`config.mk`:
```
export PLATFORM = sky130hd
export DESIGN_NAME = adc_sreg_slave
export DESIGN_NICKNAME = d
export VERILOG_FILES = /design/src/rtl/adc_sreg_slave.sv
export SDC_FILE = /design/constraint.sdc
export NUM_CORES = 1
export LEC_CHECK = 0
export ABC_AREA = 1
export CAP_MARGIN = 20
export CORE_UTILIZATION = 55
export CTS_CLUSTER_DIAMETER = 100
export DETAILED_ROUTE_END_ITERATION = 12
export PLACE_DENSITY = 0.72
export SYNTH_ARGS = -nofsm -noshare
export SYNTH_HDL_FRONTEND = slang
export SYNTH_SLANG_ARGS = --single-unit
```
`constraint.sdc`:
```
create_clock -name adc_clk -period 2.5 [get_ports adc_clk]
set_input_delay 0.5 -clock adc_clk [delete_from_list [all_inputs] [get_ports adc_clk]]
set_output_delay 0.5 -clock adc_clk [all_outputs]
set_load 0.01 [all_outputs]
```
`src/rtl/adc_sreg_slave.sv`:
```
// adc_sreg_slave
//   Receiving end of the ADC 3-wire configuration link. Each 16-slot frame
//   (R/W, address, dummy bits, data; MSB first) is shifted in while ad_sload
//   is low and is committed into a 12 x 9-bit register file once ad_sload
//   returns high. Read frames return the addressed register on sdo during
//   the data slots.
//
// Ports
//   adc_clk      in   sole clock, rising edge
//   reset        in   synchronous active-high reset
//   ad_sload     in   frame enable, active low
//   ad_sdata     in   serial data from the master, MSB first
//   sdo          out  serial read data (0 whenever sdo_oe is low)
//   sdo_oe       out  high while sdo is driven
//   wr_valid     out  one-cycle pulse on a committed write
//   wr_addr      out  address of the last committed write (held)
//   wr_data      out  data of the last committed write (held)
//   rd_done      out  one-cycle pulse when a read frame completes
//   frame_err    out  one-cycle pulse on a malformed frame
//   all_written  out  sticky, every implemented address written
//   reg_rd_addr  in   side read-port address
//   reg_rd_data  out  side read-port data, 1-cycle latency
//
// FSM states
//   state     | meaning
//   S_IDLE    | waiting for ad_sload low; captures slot 0 (R/W)
//   S_SHIFT   | shifting slots 1..15; commit or abort on ad_sload high
//   S_OVERRUN | frame longer than 16 slots; wait for release, then error
module adc_sreg_slave #(
    parameter int NUM_REGS   = 12,
    parameter int ADDR_W     = 4,
    parameter int DUMMY_BITS = 2,
    parameter int DATA_W     = 9
) (
    input  logic              adc_clk,
    input  logic              reset,
    input  logic              ad_sload,
    input  logic              ad_sdata,
    output logic              sdo,
    output logic              sdo_oe,
    output logic              wr_valid,
    output logic [ADDR_W-1:0] wr_addr,
    output logic [DATA_W-1:0] wr_data,
    output logic              rd_done,
    output logic              frame_err,
    output logic              all_written,
    input  logic [ADDR_W-1:0] reg_rd_addr,
    output logic [DATA_W-1:0] reg_rd_data
);

    localparam int FL    = 1 + ADDR_W + DUMMY_BITS + DATA_W;
    localparam int SR_W  = FL - 1;
    localparam int IDX_W = $clog2(DATA_W);

    localparam logic [4:0]        LP_FL        = 5'(FL);
    localparam logic [4:0]        LP_ADDR_LAST = 5'(ADDR_W);
    localparam logic [4:0]        LP_SDO_FIRST = 5'(ADDR_W + DUMMY_BITS);
    localparam logic [4:0]        LP_SDO_LAST  = 5'(FL - 2);
    localparam logic [ADDR_W:0]   LP_NREGS     = (ADDR_W+1)'(NUM_REGS);

    typedef enum logic [1:0] {
        S_IDLE,
        S_SHIFT,
        S_OVERRUN
    } state_t;

    state_t              r_state;
    logic [4:0]          r_cnt;
    logic                r_rw;
    logic [SR_W-1:0]     r_sr;
    logic [DATA_W-1:0]   r_rd_lat;
    logic [DATA_W-1:0]   r_regs [NUM_REGS];
    logic [NUM_REGS-1:0] r_mask;

    logic                r_sdo;
    logic                r_sdo_oe;
    logic                r_wr_valid;
    logic [ADDR_W-1:0]   r_wr_addr;
    logic [DATA_W-1:0]   r_wr_data;
    logic                r_rd_done;
    logic                r_frame_err;
    logic                r_all_written;
    logic [DATA_W-1:0]   r_reg_rd_data;

    // Address is complete while the last address slot is on the wire, so the
    // read latch uses the live input as the address LSB.
    logic [ADDR_W-1:0]   w_addr_now;
    logic                w_addr_now_ok;
    logic [ADDR_W-1:0]   w_cm_addr;
    logic [DATA_W-1:0]   w_cm_data;
    logic                w_cm_addr_ok;
    logic                w_side_ok;
    logic [IDX_W-1:0]    w_sdo_idx;
    logic [NUM_REGS-1:0] w_mask_set;

    assign w_addr_now    = {r_sr[ADDR_W-2:0], ad_sdata};
    assign w_addr_now_ok = ({1'b0, w_addr_now} < LP_NREGS);
    assign w_cm_addr     = r_sr[SR_W-1 -: ADDR_W];
    assign w_cm_data     = r_sr[DATA_W-1:0];
    assign w_cm_addr_ok  = ({1'b0, w_cm_addr} < LP_NREGS);
    assign w_side_ok     = ({1'b0, reg_rd_addr} < LP_NREGS);
    // Bit presented on sdo is the one the master samples on the next slot.
    assign w_sdo_idx     = IDX_W'(LP_SDO_LAST - r_cnt);

    always_comb begin
        w_mask_set = r_mask;
        if (w_cm_addr_ok) begin
            w_mask_set[w_cm_addr] = 1'b1;
        end
    end

    always_ff @(posedge adc_clk) begin
        if (reset) begin
            r_state       <= S_IDLE;
            r_cnt         <= '0;
            r_rw          <= 1'b0;
            r_sr          <= '0;
            r_rd_lat      <= '0;
            r_mask        <= '0;
            r_sdo         <= 1'b0;
            r_sdo_oe      <= 1'b0;
            r_wr_valid    <= 1'b0;
            r_wr_addr     <= '0;
            r_wr_data     <= '0;
            r_rd_done     <= 1'b0;
            r_frame_err   <= 1'b0;
            r_all_written <= 1'b0;
            r_reg_rd_data <= '0;
            for (int i = 0; i < NUM_REGS; i++) begin
                r_regs[i] <= '0;
            end
        end else begin
            r_wr_valid  <= 1'b0;
            r_rd_done   <= 1'b0;
            r_frame_err <= 1'b0;

            // Non-blocking read gives read-before-write against a same-cycle commit.
            r_reg_rd_data <= w_side_ok ? r_regs[reg_rd_addr] : '0;

            case (r_state)
                S_IDLE: begin
                    r_sdo    <= 1'b0;
                    r_sdo_oe <= 1'b0;
                    if (!ad_sload) begin
                        r_rw    <= ad_sdata;
                        r_cnt   <= 5'd1;
                        r_state <= S_SHIFT;
                    end
                end

                S_SHIFT: begin
                    if (!ad_sload) begin
                        if (r_cnt < LP_FL) begin
                            r_sr  <= {r_sr[SR_W-2:0], ad_sdata};
                            r_cnt <= r_cnt + 5'd1;
                            if (r_cnt == LP_ADDR_LAST) begin
                                r_rd_lat <= w_addr_now_ok ? r_regs[w_addr_now] : '0;
                            end
                            if (!r_rw && r_cnt >= LP_SDO_FIRST && r_cnt <= LP_SDO_LAST) begin
                                r_sdo_oe <= 1'b1;
                                r_sdo    <= r_rd_lat[w_sdo_idx];
                            end else begin
                                r_sdo_oe <= 1'b0;
                                r_sdo    <= 1'b0;
                            end
                        end else begin
                            // cnt stays at FL while overrun
                            r_state <= S_OVERRUN;
                        end
                    end else begin
                        r_state  <= S_IDLE;
                        r_cnt    <= '0;
                        r_sdo    <= 1'b0;
                        r_sdo_oe <= 1'b0;
                        if (r_cnt == LP_FL) begin
                            if (r_rw) begin
                                if (w_cm_addr_ok) begin
                                    r_regs[w_cm_addr] <= w_cm_data;
                                    r_mask            <= w_mask_set;
                                    r_all_written     <= &w_mask_set;
                                    r_wr_valid        <= 1'b1;
                                    r_wr_addr         <= w_cm_addr;
                                    r_wr_data         <= w_cm_data;
                                end else begin
                                    r_frame_err <= 1'b1;
                                end
                            end else begin
                                r_rd_done <= 1'b1;
                            end
                        end else begin
                            r_frame_err <= 1'b1;
                        end
                    end
                end

                S_OVERRUN: begin
                    r_sdo    <= 1'b0;
                    r_sdo_oe <= 1'b0;
                    if (ad_sload) begin
                        r_frame_err <= 1'b1;
                        r_cnt       <= '0;
                        r_state     <= S_IDLE;
                    end
                end

                default: begin
                    r_state <= S_IDLE;
                    r_cnt   <= '0;
                end
            endcase
        end
    end

    assign sdo         = r_sdo;
    assign sdo_oe      = r_sdo_oe;
    assign wr_valid    = r_wr_valid;
    assign wr_addr     = r_wr_addr;
    assign wr_data     = r_wr_data;
    assign rd_done     = r_rd_done;
    assign frame_err   = r_frame_err;
    assign all_written = r_all_written;
    assign reg_rd_data = r_reg_rd_data;

endmodule

```
==> results.txt, run 1 <==
* Final std cell area, no fill: 10,100 µm²
- Clock tree synthesis selected as its root buffer the cell sky130_fd_sc_hd__clkbuf_16.
- In the final layout, the share of cells above drive strength 1 is 0.151.
* End of the worst register-to-register path: r_regs[3][5]$_SDFFCE_PN0P_
* Die Area: 16,800 µm²
- Kind of launch point of the worst setup path: flip-flop
* Critical Path RT: 2.59 ns
- Instance count along the most critical hold path: 1
* Top cell family by delay on the critical path: simple AND/OR/NAND/NOR gates
- The slowest stage of the critical path is the sky130_fd_sc_hd__dfxtp_1 cell.
- After synthesis, the share of flip-flops with an asynchronous set or reset is 0.
- Cell-by-cell trace of the critical path: inv_1 > ha_1 > nand3_2 > clkinv_2 > nand2_4 > nor3_4 > buf_12 > nand3_1 > nand2_1
- Number of input and output port buffers inserted: 35
- The flow ran to the end, and the final reports show no timing, DRC or antenna violations.
- Peak clock frequency supported by timing: 449 MHz
- The worst register-to-register path begins at r_cnt[0]$_SDFFE_PP0P_.
- Shortest period the worst path allows: 2.23 ns
* Hold Path Class: flip-flop to flip-flop
- Maximum number of pins on one net before global-route repair: 74
* Setup skew after layout: 0.0103 ns
- The first detailed-routing pass ran for 5 iterations.
- Before CTS, the worst setup slack after placement is 0.103 ns.
- The worst setup path is captured at a flip-flop.
* DR vias/cell: 5.84
- Average routed wire per standard cell: 19.1 µm
* Avg Cell Area, Syn: 8.49 µm²
* Seq/Total Area, Yosys: 0.524
* Power per standard cell area: 678 nW/µm²
- Routed WL: 24.8 mm
* Number of instances in the synthesized netlist: 1,053
- The total overflow left after global routing is 0.
- In this run the vertical extent of the chip is 129 µm.
- The worst setup path is of the flip-flop to flip-flop kind.
- WP buf/inv: 3
- Hold is met by 0.445 ns.
* Final slew viol count: 0
- Number of global-route vias before repair: 6,784
- Setup violations remaining at the end of the flow were counted as 0.
* Worst Min Path Start: r_rw$_SDFFE_PP0P_
- Netlist area before placement: 8940 µm²
- Core outline area: 15,900 µm²
- Worst-case register-to-register setup slack: 0.27 ns
* Clock transition time at the flip-flop clock pins of the worst setup and hold paths: 0.07 ns
* Quantity of gates resized following cts: 0
* First DRT Iteration DRCs: 770
* # fillers: 1,318
- Maximum clock path buffer count: 2
- Global-route wire length before repair: 38.4 mm
- The worst path meets setup with 0.275 ns of slack.
- DR DRC count: 0
* Total clock buffers created by CTS: 17
- Synthesis instantiated 33 different standard cells from the library.
- For this design the static power due to leakage is 3.79 nW.
- Number of antenna-violating nets in the routed design: 0
- Signed area change from the synthesized netlist to the final layout: 13.1%
- Core Rows: 46
- When the netlist entered floorplanning its net count stood at 1,066.
- Endpoint, Worst Hold: rd_done$_SDFF_PP0_
- Summing all placed instances gives a cell area of 9510 µm².
- Across all layers, the routed design uses 7,599 vias.
* Dpl hpwl: 16.6 mm
* Number of enable-type register cells in the synthesized netlist: 108
- Max-capacitance violation count: 0
* Diode insertion count for antenna repair: 0
- Total clock sinks: 180
- After synthesis the netlist holds a flip-flop and latch count of 180.
- CTS built an H-tree with a depth of 4.
- Setup repair after global routing missed its margin: no
- CP Data Arrival Time: 2.32 ns
* Yosys synthesis warning count: 0
* Final worst-path cycle share: 0.890
- For this run, the total global-route usage over all layers was measured as 0.314.
* Post-CTS Repair Setup Buffers: 0
- Clock latency on the worst-skew pair: 0.44 ns
* Worst Max-Slew Pin Slew: 0.955 ns
* Gp weighted congestion: 0.942
* Worst Reg2Reg Path Length in Cells: 9
- 36 I/O pins were placed.
* Remaining max-slew budget at the tightest pin: 0.363
- CP peak stage delay: 0.40 ns
- Max VDD drop: 0.609 mV
- Synth Flop Type: sky130_fd_sc_hd__edfxtp_1
- Initial Util: 0.563
* Final Hold Viols: 0
- Summed over all failing endpoints, the final setup total negative slack is 0 ns.
- Number of nets in the final layout: 1,085
* Clock tree from TritonCTS: yes
- Number of antenna violations at the first check in global routing: 0
- From left edge to right edge, the die measures 129 µm.
- Buffers inserted to repair hold after CTS numbered 0.
- Along the worst path, the maximum fanout reaches 13.
[Yosys cell counts, types with 2 or more instances]
library cell,count,share of area
sky130_fd_sc_hd__nor2_1,120,0.050
sky130_fd_sc_hd__edfxtp_1,108,0.36
sky130_fd_sc_hd__ha_1,5,0.0070
sky130_fd_sc_hd__clkbuf_1,44,0.018
sky130_fd_sc_hd__buf_6,11,0.014
sky130_fd_sc_hd__o21ai_0,112,0.063
sky130_fd_sc_hd__nand2_1,170,0.071
sky130_fd_sc_hd__o221ai_1,9,0.0088
sky130_fd_sc_hd__inv_1,84,0.035
sky130_fd_sc_hd__a21oi_1,65,0.036
sky130_fd_sc_hd__nand3_2,10,0.011
sky130_fd_sc_hd__clkinv_1,2,0.00084
sky130_fd_sc_hd__o22ai_1,2,0.0014
sky130_fd_sc_hd__nand3_1,103,0.058
sky130_fd_sc_hd__dfxtp_1,72,0.16
sky130_fd_sc_hd__buf_1,11,0.0046
sky130_fd_sc_hd__nor2_4,6,0.0076
sky130_fd_sc_hd__buf_2,7,0.0039
sky130_fd_sc_hd__o211ai_1,27,0.023
sky130_fd_sc_hd__nor2_2,72,0.050
[through the flow]
step                power (mW)  instances  utilization
finish                    6.85       1301        0.637
floorplan                 3.83       1053            -
global placement          4.11       1269        0.599
detailed placement        4.13       1269        0.599
global route              7.08       1301        0.637
CTS                       6.86       1301        0.637
[per-layer routing]
metal,share of wire,vias to the layer above,GRT usage
li1,-,3571,-
met1,0.42,3582,0.433
met4,0.039,0,0.131
met5,0,-,0
met3,0.088,65,0.0739
met2,0.46,381,0.476
[report_power, final]
| group | internal [mW] | switching, mW |
|---|---|---|
| clock network | 1.59 | 1.18 |
| registers | 3.23 | 0.0642 |
| logic | 0.219 | 0.572 |
| total | 5.04 | 1.81 |
[worst max path at each step]
stage                                             end  cells past startpoint                   from
final                      r_regs[3][5]$_SDFFCE_PN0P_                      9  r_cnt[0]$_SDFFE_PP0P_
after global placement     r_regs[3][8]$_SDFFCE_PN0P_                      6               ad_sload
after global routing      r_regs[11][2]$_SDFFCE_PN0P_                      9  r_cnt[0]$_SDFFE_PP0P_
after CTS                  r_regs[3][0]$_SDFFCE_PN0P_                      9  r_cnt[0]$_SDFFE_PP0P_
after detailed placement   r_regs[3][0]$_SDFFCE_PN0P_                      6               ad_sload
after floorplan            r_regs[1][0]$_SDFFCE_PN0P_                     10  r_cnt[0]$_SDFFE_PP0P_
[cell usage in the layout (no fill, tap or decap), types with 27 or more instances in the layout]
cell type and n:
sky130_fd_sc_hd__nand3_1 103, sky130_fd_sc_hd__o21ai_0 112, sky130_fd_sc_hd__dfxtp_1 72, sky130_fd_sc_hd__clkdlybuf4s50_1 33, sky130_fd_sc_hd__buf_4 37, sky130_fd_sc_hd__nor2_2 72, sky130_fd_sc_hd__o211ai_1 27, sky130_fd_sc_hd__inv_1 84
sky130_fd_sc_hd__edfxtp_1 108, sky130_fd_sc_hd__a21oi_1 65, sky130_fd_sc_hd__nor2_1 120, sky130_fd_sc_hd__nand2_1 170
[state kept, by name, summed over array words and instances, names as in the netlist]
name / count
sdo_oe: 1
rd_done: 1
r_rd_lat: 9
r_rw: 1
frame_err: 1
wr_valid: 1
r_sr: 15
wr_addr: 4
r_state: 2
r_regs: 108
wr_data: 9
r_cnt: 5
r_mask: 12
reg_rd_data: 9
sdo: 1
all_written: 1
[cell type report]
cell class	instances	area, µm²	area share
Timing Repair Buffer	75	678	0.0670
Multi-Input combinational cell	710	3550	0.351
Sequential cell	180	4680	0.463
Tap cell	216	270	0.0267
Clock buffer	19	433	0.0428
Inverter	88	332	0.0328
Clock inverter	13	171	0.0169
[cells by family (layout without fill, tap and decap cells)]
logic type,Yosys count,in the layout,share of synthesized area
buf+inv,163,195,0.0794
simple gates,486,486,0.254
flops,180,180,0.524
fa+ha+maj,5,5,0.00700
compound gates,217,217,0.134
xor+xnor,2,2,0.00196
Note: power is estimated with default switching activity, not from simulation.
==> run 2, diff against run 1 <==
- CAP_MARGIN: 20 -> unset
- SKIP_LAST_GASP: unset -> 1
==> results of run 2 <==
The final DEF is identical to that of run 1; final timing and power are the same.
